===== config.mk =====
export PLATFORM = sky130hd
export DESIGN_NAME = stack_controller_flat
export DESIGN_NICKNAME = d
export VERILOG_FILES = /design/src/rtl/stack_pkg.sv /design/src/rtl/stack_controller_if.sv /design/src/rtl/stack_controller.sv /design/src/flat_wrapper.sv
export SDC_FILE = /design/constraint.sdc
export NUM_CORES = 1
export LEC_CHECK = 0
export ABC_CLOCK_PERIOD_IN_PS = 3300
export CORE_UTILIZATION = 30
export CTS_BUF_LIST = sky130_fd_sc_hd__clkbuf_2
export DETAILED_ROUTE_END_ITERATION = 10
export GPL_ROUTABILITY_DRIVEN = 0
export GPL_TIMING_DRIVEN = 0
export PLACE_DENSITY = 0.72
export SYNTH_ARGS = -nofsm -noshare
export SYNTH_HDL_FRONTEND = slang
export SYNTH_SLANG_ARGS = --single-unit

===== constraint.sdc =====
create_clock -name clk -period 3.3 [get_ports clk]
set_input_delay 0.495 -clock clk [delete_from_list [all_inputs] [get_ports clk]]
set_output_delay 0.495 -clock clk [all_outputs]
set_load 0.05 [all_outputs]

===== src/rtl/stack_pkg.sv =====
// Shared definitions for the 8-queen solver stack controller.
//   - stack_ctrl_state_t : controller FSM state encoding
//   - ERR_* constants    : err_code values reported on a rejected request
//   - DEFAULT_DEPTH/SIZE : default stack geometry, matching the datapath
// Optional feature macro: STACK_CTRL_CLEAR_EN adds the CLEAR state.
package stack_pkg;

    localparam int DEFAULT_DEPTH = 8;
    localparam int DEFAULT_SIZE  = 6;

    localparam logic [1:0] ERR_NONE = 2'b00;
    localparam logic [1:0] ERR_OVF  = 2'b01;
    localparam logic [1:0] ERR_UDF  = 2'b10;
    localparam logic [1:0] ERR_ILL  = 2'b11;

    typedef enum logic [2:0] {
        S_IDLE,
        S_PUSH,
        S_POP,
`ifdef STACK_CTRL_CLEAR_EN
        S_CLEAR,
`endif
        S_DONE,
        S_ERR
    } stack_ctrl_state_t;

endpackage


===== src/rtl/stack_controller_if.sv =====
// Bundle of every signal between the stack controller, the solver FSM
// (request/done handshake) and the stack datapath (strobes and status).
//   master : solver + datapath side (drives requests, top word, msb/zero)
//   slave  : stack_controller side
// Optional feature macro: STACK_CTRL_CLEAR_EN adds clear_req.
interface stack_controller_if #(
    parameter int SIZE = stack_pkg::DEFAULT_SIZE
);
    // solver handshake
    logic            push_req;
    logic            pop_req;
`ifdef STACK_CTRL_CLEAR_EN
    logic            clear_req;
`endif
    logic            busy;
    logic            done;
    logic            err;
    logic [1:0]      err_code;
    logic [SIZE-1:0] data_out;
    logic            full;
    logic            empty;
    // datapath side
    logic [SIZE-1:0] stack_data;
    logic            msb;
    logic            zero;
    logic            push;
    logic            pop;

    modport master (
        output push_req, pop_req, stack_data, msb, zero,
`ifdef STACK_CTRL_CLEAR_EN
        output clear_req,
`endif
        input  busy, done, err, err_code, data_out, full, empty, push, pop
    );

    modport slave (
        input  push_req, pop_req, stack_data, msb, zero,
`ifdef STACK_CTRL_CLEAR_EN
        input  clear_req,
`endif
        output busy, done, err, err_code, data_out, full, empty, push, pop
    );

endinterface


===== src/rtl/stack_controller.sv =====
// Sequencing FSM between the 8-queen solver control FSM and the stack
// datapath. Turns push/pop (and optional clear) requests into single datapath
// strobes, rejects overflow/underflow/illegal requests, registers the popped
// word and reports done/err back to the solver.
// Ports:
//   clk    : system clock, rising edge
//   reset  : asynchronous active-high reset
//   bus    : stack_controller_if.slave (requests, status, strobes, data)
// Optional feature macro: STACK_CTRL_CLEAR_EN enables clear_req / CLEAR,
// a multi-cycle drain that pops until the stack is empty.
module stack_controller
    import stack_pkg::*;
#(
    parameter int DEPTH = DEFAULT_DEPTH,
    parameter int SIZE  = DEFAULT_SIZE
) (
    input  logic               clk,
    input  logic               reset,
    stack_controller_if.slave  bus
);

    // The datapath flags full from its counter MSB, which only works for a
    // power-of-two depth.
    if (DEPTH < 2 || (DEPTH & (DEPTH - 1)) != 0) begin : g_depth_check
        $error("stack_controller: DEPTH must be a power of two");
    end

    stack_ctrl_state_t state_q, state_d;
    logic [1:0]        err_code_q, err_code_d;
    logic [SIZE-1:0]   data_out_q, data_out_d;
    logic              push_s;
    logic              pop_s;
    logic              clear_hit;
    logic              clear_last;

`ifdef STACK_CTRL_CLEAR_EN
    // Shadow occupancy count. The datapath only exposes msb/zero, but the
    // drain must know which pop is the last one so that done follows the
    // final strobe directly. The datapath shares reset and only moves on our
    // strobes, so this count cannot drift from it.
    localparam int CNT_W = $clog2(DEPTH) + 1;
    logic [CNT_W-1:0] cnt_q, cnt_d;

    always_comb begin
        cnt_d = cnt_q;
        if (push_s) begin
            cnt_d = cnt_q + CNT_W'(1);
        end else if (pop_s) begin
            cnt_d = cnt_q - CNT_W'(1);
        end
    end

    always_ff @(posedge clk or posedge reset) begin
        if (reset) begin
            cnt_q <= '0;
        end else begin
            cnt_q <= cnt_d;
        end
    end

    assign clear_hit  = bus.clear_req;
    assign clear_last = (cnt_q == CNT_W'(1));
`else
    assign clear_hit  = 1'b0;
    assign clear_last = 1'b0;
`endif

    // Next-state, error latch and popped-word capture.
    always_comb begin
        state_d    = state_q;
        err_code_d = err_code_q;
        data_out_d = data_out_q;
        case (state_q)
            S_IDLE: begin
                if (clear_hit) begin
`ifdef STACK_CTRL_CLEAR_EN
                    // An empty stack needs no strobe at all.
                    state_d = bus.zero ? S_DONE : S_CLEAR;
`endif
                end else if (bus.push_req && bus.pop_req) begin
                    state_d    = S_ERR;
                    err_code_d = ERR_ILL;
                end else if (bus.push_req && bus.msb) begin
                    state_d    = S_ERR;
                    err_code_d = ERR_OVF;
                end else if (bus.push_req) begin
                    state_d = S_PUSH;
                end else if (bus.pop_req && bus.zero) begin
                    state_d    = S_ERR;
                    err_code_d = ERR_UDF;
                end else if (bus.pop_req) begin
                    state_d = S_POP;
                end
            end
            S_PUSH: state_d = S_DONE;
            S_POP: begin
                // Captured on the same edge the datapath decrements, while
                // stack_data still shows the old top entry.
                data_out_d = bus.stack_data;
                state_d    = S_DONE;
            end
`ifdef STACK_CTRL_CLEAR_EN
            S_CLEAR: begin
                if (bus.zero || clear_last) begin
                    state_d = S_DONE;
                end
            end
`endif
            S_DONE:  state_d = S_IDLE;
            S_ERR:   state_d = S_IDLE;
            default: state_d = S_IDLE;
        endcase
    end

    always_ff @(posedge clk or posedge reset) begin
        if (reset) begin
            state_q    <= S_IDLE;
            err_code_q <= ERR_NONE;
            data_out_q <= '0;
        end else begin
            state_q    <= state_d;
            err_code_q <= err_code_d;
            data_out_q <= data_out_d;
        end
    end

    // Strobes decode straight from the state register; push and pop live in
    // disjoint states so they can never overlap.
    always_comb begin
        push_s = (state_q == S_PUSH);
        pop_s  = (state_q == S_POP);
`ifdef STACK_CTRL_CLEAR_EN
        if (state_q == S_CLEAR && !bus.zero) begin
            pop_s = 1'b1;
        end
`endif
    end

    assign bus.push     = push_s;
    assign bus.pop      = pop_s;
    assign bus.busy     = (state_q != S_IDLE);
    assign bus.done     = (state_q == S_DONE);
    assign bus.err      = (state_q == S_ERR);
    assign bus.err_code = err_code_q;
    assign bus.data_out = data_out_q;
    assign bus.full     = bus.msb;
    assign bus.empty    = bus.zero;

endmodule


===== src/flat_wrapper.sv =====
// flat-port wrapper written by rule: the top's interface ports become plain ports
module stack_controller_flat import stack_pkg::*;
#(
    parameter int DEPTH = DEFAULT_DEPTH,
    parameter int SIZE  = DEFAULT_SIZE
)
  (clk, reset, bus_push_req, bus_pop_req, bus_stack_data, bus_msb, bus_zero, bus_busy, bus_done, bus_err, bus_err_code, bus_data_out, bus_full, bus_empty, bus_push, bus_pop);
  stack_controller_if #(.SIZE(SIZE)) bus_i ();
  input  logic clk;
  input  logic reset;
  input wire logic [$bits(bus_i.push_req)-1:0] bus_push_req;
  input wire logic [$bits(bus_i.pop_req)-1:0] bus_pop_req;
  input wire logic [$bits(bus_i.stack_data)-1:0] bus_stack_data;
  input wire logic [$bits(bus_i.msb)-1:0] bus_msb;
  input wire logic [$bits(bus_i.zero)-1:0] bus_zero;
  output wire logic [$bits(bus_i.busy)-1:0] bus_busy;
  output wire logic [$bits(bus_i.done)-1:0] bus_done;
  output wire logic [$bits(bus_i.err)-1:0] bus_err;
  output wire logic [$bits(bus_i.err_code)-1:0] bus_err_code;
  output wire logic [$bits(bus_i.data_out)-1:0] bus_data_out;
  output wire logic [$bits(bus_i.full)-1:0] bus_full;
  output wire logic [$bits(bus_i.empty)-1:0] bus_empty;
  output wire logic [$bits(bus_i.push)-1:0] bus_push;
  output wire logic [$bits(bus_i.pop)-1:0] bus_pop;
  assign bus_i.push_req = bus_push_req;
  assign bus_i.pop_req = bus_pop_req;
  assign bus_i.stack_data = bus_stack_data;
  assign bus_i.msb = bus_msb;
  assign bus_i.zero = bus_zero;
  assign bus_busy = bus_i.busy;
  assign bus_done = bus_i.done;
  assign bus_err = bus_i.err;
  assign bus_err_code = bus_i.err_code;
  assign bus_data_out = bus_i.data_out;
  assign bus_full = bus_i.full;
  assign bus_empty = bus_i.empty;
  assign bus_push = bus_i.push;
  assign bus_pop = bus_i.pop;
  stack_controller #(.DEPTH(DEPTH), .SIZE(SIZE)) u_core (.clk(clk), .reset(reset), .bus(bus_i));
endmodule

## After elaboration in Yosys (flattened, before gate mapping)

Index checks and enable logic that the tools add are counted.

- Register bits after elaboration: 11
- Input port bits: 12
- Output and inout bits: 15
- Logic and storage cells: 27

- Equality and inequality tests: 6
- Muxes and demuxes: 10
- Reduce and logical (&&, ||, !) cells: 8

Operators by type and width:

| cell | number |
|---|---|
| two-way mux 3 bit | 5 |
| two-way mux 2 bit | 4 |
| == test 3 x 2 -> 1 bit (second input constant) | 2 |
| != test 6 x 3 -> 1 bit (second input constant) | 1 |
| case mux 3 bit (2 select lines) | 1 |
| nonzero test 3 bit | 2 |
| == test 3 x 1 -> 1 bit (second input constant) | 1 |
| == test 3 bit (second input constant) | 1 |
| logical AND 1 bit | 3 |
| zero test 3 bit | 1 |
| != test 3 x 1 -> 1 bit (second input constant) | 1 |
| AND reduction 3 bit | 1 |
| OR reduction 2 bit | 1 |

## Longest topological paths before layout

Gate-level depths: netlist (run 1).

- Word-level depth: 6
- Gate-level depth with buffers: 4
- Mapped depth without buffers: 3

## Least setup slack after synthesis (run 1)

OpenSTA, ideal clock, no wires.

- Path kind: reg-to-output
- Start point: register u_core.state_q[2]
- End point: output port bus_push
- Arrival time: 1.584 ns
- Data required time: 2.805 ns
- Slack: 1.221 ns
- Cell stages (with the launch flop): 2
- Buffers on the path: 0
- Path through: dfrtp_1 nor3b_1

- Word-level cells in the longest chain between the ends: 1

Ends and longest elaborated chain:

| item | RTL line | text |
|---|---|---|
| from (decl) | stack_controller.sv:28 | `stack_ctrl_state_t state_q, state_d;` |
| from (signal assigned) | stack_controller.sv:121 | `state_q <= state_d;` |
| == test 3 x 1 -> 1 bit | stack_controller.sv:130 | `push_s = (state_q == S_PUSH);` |
| to (decl) | flat_wrapper.sv:23 | `output wire logic [$bits(bus_i.push)-1:0] bus_push;` |

No other way between the ends.

## Final worst setup path (run 1)

- Start point: register u_core.state_q[2]
- End point: output port bus_pop

- Word-level cells in the longest chain between the ends: 1

Ends and longest elaborated chain:

| item | RTL line | text |
|---|---|---|
| == test 3 x 2 -> 1 bit | stack_controller.sv:131 | `pop_s = (state_q == S_POP);` |
| to (decl) | flat_wrapper.sv:24 | `output wire logic [$bits(bus_i.pop)-1:0] bus_pop;` |

No other way between the ends.

==> flow_metrics.env, run 1 <==
export IMPL_synth_simple_gate_area_share_pct=15.5
export IMPL_synth_xor_area_share_pct=0
export IMPL_fillers=139
export IMPL_slowest_delay_ns=0.90
export IMPL_grt_max_degree=12
export IMPL_regArea_um2=275
export IMPL_hold_depth=1
export IMPL_dp_hpwl_um=798
export IMPL_hold_viol_final=0
export IMPL_antenna_left=0
export IMPL_synth_compound_area_share_pct=11.5
export IMPL_yosysTopAreaCellShare_pct=54.9
export IMPL_ys_top_cells_by_area="dfrtp_1 55%, mux2_2 13%, nand2_1 3.7%"
export IMPL_leakagePower_uw=0.000348
export IMPL_drtIter0Drc=12
export IMPL_yosysTopAreaCell="dfrtp_1"
export IMPL_synth_area_mux_share_pct=13.5
export IMPL_vias_per_cell=4.63
export IMPL_area_growth_synth_to_final_pct=59.9
export IMPL_drv_cap=0
export IMPL_synth_top_family_by_area="simple AND/OR/NAND/NOR gates"
export IMPL_path_buf_inv=1
export IMPL_synth_seq_cells=11
export IMPL_synth_cell_types=18
export IMPL_maxSlewViolCount=0
export IMPL_num_rows=14
export IMPL_synthesis_area_um2=502
export IMPL_reg2reg_depth=2
export IMPL_ys_seq_area_share_pct=54.9
export IMPL_grt_pass1_wl_um=1530
export IMPL_min_from="u_core.bus.data_out[0]"
export IMPL_synthAdderAreaFrac_pct=0
export IMPL_drive_gt1_share_pct=23.0
export IMPL_dp_cells=86
export IMPL_grt_pass1_vias=371
export IMPL_antenna_found_initial=0
export IMPL_vdd_ir_drop_worst_mv=0.535
export IMPL_cts_max_path_buffers=2
export IMPL_path_cells="nor3b_2 > clkdlybuf4s50_1"
export IMPL_ctsResizeCount=0
export IMPL_first_pass_iters=3
export IMPL_routed_wl_um=962
export IMPL_vias=417
export IMPL_synth_warnings=0
export IMPL_r2r_start="u_core.state_q[2]"
export IMPL_crit_family="buffers and inverters"
export IMPL_worstPathMaxFanout=7
export IMPL_post_place_ws_ns=0.889
export IMPL_route_detailed_drc=0
export IMPL_fin_skew_ns=0.00740
export IMPL_fp_coreArea_mm2=0.00154
export IMPL_start_util_pct=32.5
export IMPL_synth_fp_nets=56
export IMPL_die_y_um=42.9
export IMPL_multi_input_area_um2=203
export IMPL_io_pins=27
export IMPL_cts_tree="built"
export IMPL_grt_ovfl_total=0
export IMPL_cts_num_sinks=11
export IMPL_cts_made_buffers=3
export IMPL_reg2reg_to="u_core.bus.data_out[5]"
export IMPL_hold_class="reg2reg"
export IMPL_io_buffer_count=26
export IMPL_fin_tns_setup_ns=0
export IMPL_wire_per_inst_um=10.7
export IMPL_startpoint_type="register"
export IMPL_avgSynthCellArea_um2=11.4
export IMPL_fmax_mhz=385
export IMPL_final_nets=87
export IMPL_crit_type="reg2out"
export IMPL_post_cts_setup_buffers=0
export IMPL_stdcell_count=90
export IMPL_dieWidth_um=42.9
export IMPL_min_period_ns=2.60
export IMPL_tightestPinTransition_ns=0.539
export IMPL_diodes=0
export IMPL_htreeDepth=1
export IMPL_clk_latency_ns=0.25
export IMPL_die_area_mm2=0.00184
export IMPL_layout_setup_ws_ns=0.700
export IMPL_grt_usage_pct=11.4
export IMPL_clkSlewWorstSetupHoldPaths_ns=0.10
export IMPL_outcome="complete, no violations"
export IMPL_grt_setup_unrepaired="false"
export IMPL_maxSlewHeadroom_pct=63.9
export IMPL_min_to="u_core.bus.data_out[0]"
export IMPL_finalCritPeriodShare_pct=78.8
export IMPL_crit_path_end_kind="output pin"
export IMPL_p_per_area_mw_per_mm2=1130
export IMPL_ctsRootBufferMaster="clkbuf_2"
export IMPL_crit_arrival_ns=2.10
export IMPL_holdBufCountCts=0
export IMPL_synthCells=44
export IMPL_critPathSlowestCell="clkdlybuf4s50_1"
export IMPL_finalSetupViolations=0
export IMPL_rrSetupSlack_ns=1.84
export IMPL_cp_required_ns=2.80
-- synthesized netlist by cell type, drive strengths merged --
master  number
and2         1
dfrtp       11
nand2        5
a21o         1
nor2         4
o21a         1
mux2         6
buf          2
a21oi        3
o211ai       1
o21ai        2
nor3b        2
clkbuf       1
or3          1
and3b        1
o22a         1
inv          1
-- metal layers --
metal / vias up / GRT usage, % / share of wire (%)
li1: 210 / - / -
met1: 195 / 14.2 / 42
met2: 12 / 17.6 / 53
met3: 0 / 5.11 / 5.5
met4: 0 / 3.75 / 0
met5: - / 0 / 0
-- sequential cells by signal (all words and copies together) (netlist names) --
| name | cells |
|---|---|
| u_core.bus.data_out | 6 |
| u_core.bus.err_code | 2 |
| u_core.state_q | 3 |
-- through the flow --
step           utilization [%]  hold WS [ns]  cell area [um^2]  power, uW
2_1_floorplan                -         0.347               502        654
6_report                  52.0         0.510               802        908
3_5_place_dp              50.7         0.495               782        843
4_1_cts                   52.0         0.518               802        918
3_3_place_gp              50.7         0.490               782        833
5_1_grt                   52.0         0.539               802        956
-- area by class of cell --
type	instances	share of cell area, %
Tap cell	16	2.50
Buffer	3	2.50
Sequential cell	11	34.3
Multi-Input combinational cell	29	25.3
Inverter	1	0.468
Clock buffer	4	2.50
Timing Repair Buffer	26	32.4
-- cell usage in the layout (no fill, tap or decap) --
cell,instances
a21oi_1,3
and3b_2,1
o21a_1,1
inv_1,1
o211ai_1,1
clkdlybuf4s50_1,26
and2_2,1
dfrtp_1,11
clkbuf_2,5
nand2_1,5
o22a_1,1
buf_4,2
or3_1,1
nor3b_2,1
a21o_2,1
mux2_2,6
o21ai_0,2
nor3b_1,1
nor2_1,4
-- worst register-to-register path, cell delays in order, from the launching register on --
cell     delay [ns]
dfrtp_1        0.44
nor3b_2        0.50
mux2_2         0.40
-- cell families after synthesis --
| family | Yosys count |
|---|---|
| muxes | 6 |
| buffers and inverters | 4 |
| and+or+nand+nor | 14 |
| AOI/OAI and AO/OA | 9 |
| DFF | 11 |
-- power by group --
part           internal [uW]  total (uW)  switching [uW]  leakage (uW)
combinational            229         594             365      0.000202
sequential               198         241            43.3      0.000129
clock                   32.2        73.0            40.8     0.0000166
total                    459         908             449      0.000348
-- worst max-delay path by stage --
stage / start / endpoint / slack [ns] / cells after the start
after floorplan: u_core.state_q[2] / bus_push / 1.22 / 1
after global placement: bus_msb / bus_full / 0.89 / 3
after detailed placement: bus_msb / bus_full / 0.89 / 3
after CTS: u_core.state_q[2] / bus_pop / 0.67 / 2
after global routing: u_core.state_q[2] / bus_pop / 0.57 / 2
final: u_core.state_q[2] / bus_pop / 0.70 / 2
Note: power is estimated with default switching activity, not from simulation.
==> inputs of run 2 (changes only) <==
--- a/config.mk
+++ b/config.mk
@@ -5,7 +5,7 @@
 export SDC_FILE = /design/constraint.sdc
 export NUM_CORES = 1
 export LEC_CHECK = 0
-export ABC_CLOCK_PERIOD_IN_PS = 3300
+export ABC_CLOCK_PERIOD_IN_PS = 2600
 export CORE_UTILIZATION = 30
 export CTS_BUF_LIST = sky130_fd_sc_hd__clkbuf_2
 export DETAILED_ROUTE_END_ITERATION = 10
==> constraint.sdc (replaced) <==
create_clock -name clk -period 2.6 [get_ports clk]
set_input_delay 0.39 -clock clk [delete_from_list [all_inputs] [get_ports clk]]
set_output_delay 0.39 -clock clk [all_outputs]
set_load 0.05 [all_outputs]
==> run 2 against run 1 <==
  * Global-route usage is the same
  * Hold slack worse by 0.095 ns
  * Sequential power rose by 27%
  * Flip-flop and latch count stayed put
  * Clock skew unchanged
  * Count of clock-buffer cells in the layout unchanged
  * Critical endpoint is now bus_busy
  * Largest cell class unchanged
==> flow_metrics.env, run 2 (synthesis gave the netlist of run 1 again) <==
export IMPL_top_usage_layer="met2"
export IMPL_grtUsageMet3_pct=5.11
export IMPL_slowest_delay_ns=0.71
export IMPL_grt_ovfl_total=0
export IMPL_clkSlewWorstSetupHoldPaths_ns=0.10
export IMPL_cts_max_path_buffers=2
export IMPL_hold_class="in2async"
export IMPL_maxSlewHeadroom_pct=64.5
export IMPL_die_y_um=42.9
export IMPL_fillers=138
export IMPL_final_nets=87
export IMPL_antenna_found_initial=0
export IMPL_num_rows=14
export IMPL_finalCritPeriodShare_pct=89.5
export IMPL_dp_hpwl_um=798
export IMPL_crit_arrival_ns=1.94
export IMPL_crit_type="reg2out"
export IMPL_leakagePower_uw=0.000362
export IMPL_fmax_mhz=430
export IMPL_regArea_um2=275
export IMPL_layout_setup_ws_ns=0.272
export IMPL_worstPathMaxFanout=6
export IMPL_area_growth_synth_to_final_pct=60.3
export IMPL_tightestPinTransition_ns=0.530
export IMPL_outcome="complete, no violations"
export IMPL_fin_tns_setup_ns=0
export IMPL_vias_per_cell=4.63
export IMPL_p_per_area_mw_per_mm2=1430
export IMPL_grt_use_met2_pct=17.6
export IMPL_min_period_ns=2.33
export IMPL_crit_path_end_kind="output pin"
export IMPL_clk_latency_ns=0.25
export IMPL_htreeDepth=1
export IMPL_post_cts_setup_buffers=0
export IMPL_diodes=0
export IMPL_vias=417
export IMPL_vdd_ir_drop_worst_mv=0.678
export IMPL_drive_gt1_share_pct=23.0
export IMPL_route_detailed_drc=0
export IMPL_maxSlewViolCount=0
export IMPL_layout_commonest_cell="clkdlybuf4s50_1"
export IMPL_fp_coreArea_mm2=0.00154
export IMPL_io_pins=27
export IMPL_start_util_pct=32.5
export IMPL_drv_cap=0
export IMPL_cp_required_ns=2.21
export IMPL_ctsRootBufferMaster="clkbuf_2"
export IMPL_grt_max_degree=12
export IMPL_grt_pass1_vias=371
export IMPL_routed_wl_um=963
export IMPL_cts_tree="built"
export IMPL_met1_usage_pct=14.2
export IMPL_wire_per_inst_um=10.7
export IMPL_multi_input_area_um2=203
export IMPL_layout_common_cells="25 x clkdlybuf4s50_1, 11 x dfrtp_1, 6 x mux2_2, 5 x nand2_1, 5 x clkbuf_2"
export IMPL_finalSetupViolations=0
export IMPL_drtIter0Drc=12
export IMPL_post_place_ws_ns=0.384
export IMPL_critPathSlowestCell="clkdlybuf4s50_1"
export IMPL_cts_num_sinks=11
export IMPL_grt_setup_unrepaired="false"
export IMPL_antenna_left=0
export IMPL_startpoint_type="register"
export IMPL_cts_made_buffers=3
export IMPL_grt_usage_pct=11.4
export IMPL_hold_viol_final=0
export IMPL_die_area_mm2=0.00184
export IMPL_io_buffer_count=26
export IMPL_first_pass_iters=3
export IMPL_grt_pass1_wl_um=1530
export IMPL_path_cells="or3_1 > clkbuf_2 > clkdlybuf4s50_1"
export IMPL_fin_skew_ns=0.00740
export IMPL_largest_register_ffs=6
export IMPL_dieWidth_um=42.9
[run 2: cell count changes in the layout (fill, tap and decap cells not counted)]
cell / change
clkdlybuf4s50_1: -1
dlymetal6s2s_1: +1
[run 2: layout make-up]
class,count,area share (%)
clock buffer,4,2.49
timing repair buffer,26,32.7
sequential,11,34.2
multi-input combinational,29,25.2
inverter,1,0.467
tap,16,2.49
buffer,3,2.49
[run 2: layer usage]
metal | up-vias | part of all wire [%]
li1 | 210 | -
met1 | 195 | 42
met2 | 12 | 53
met3 | 0 | 5.5
met4 | 0 | 0
met5 | - | 0
[run 2: through the flow]
stage / std cells / total power (uW) / utilization [%] / hold slack, ns / cell area [um^2]
detailed placement: 86 / 1070 / 50.7 / 0.495 / 782
global placement: 86 / 1060 / 50.7 / 0.490 / 782
finish: 90 / 1150 / 52.2 / 0.415 / 805
global route: 90 / 1210 / 52.2 / 0.443 / 805
floorplan: 44 / 830 / - / 0.242 / 502
CTS: 90 / 1160 / 52.0 / 0.423 / 802
[run 2: critical path: cells and delay by family, from the launching register on]
kind,cells,cell delay [ns]
buffers and inverters,2,0.86
flip-flops,1,0.44
AND/OR/NAND/NOR,1,0.38
[run 2: timing repair]
item / in CTS / in global routing
gates resized for setup: 0 / 1
setup endpoints to repair: 0 / 1
hold buffers: 0 / 0
[run 2: report_power, final]
part	leakage, uW	switching (uW)	internal (uW)	total (uW)
clock	0.0000166	51.8	40.9	92.7
combinational	0.000216	463	290	753
sequential	0.000129	54.9	251	306
[run 2: final timing paths]
check                      cells past startpoint  slack (ns)                    from                     end
max                                            3        0.27       u_core.state_q[2]                bus_busy
min                                            2        0.42                   reset  u_core.bus.data_out[3]
max reg2reg                                    4        1.14       u_core.state_q[2]  u_core.bus.err_code[1]
min reg2reg                                    1        0.51  u_core.bus.data_out[0]  u_core.bus.data_out[0]
max in group asynchronous                      2        1.90                   reset  u_core.bus.err_code[1]
min in group clk                               1        0.51  u_core.bus.data_out[0]  u_core.bus.data_out[0]
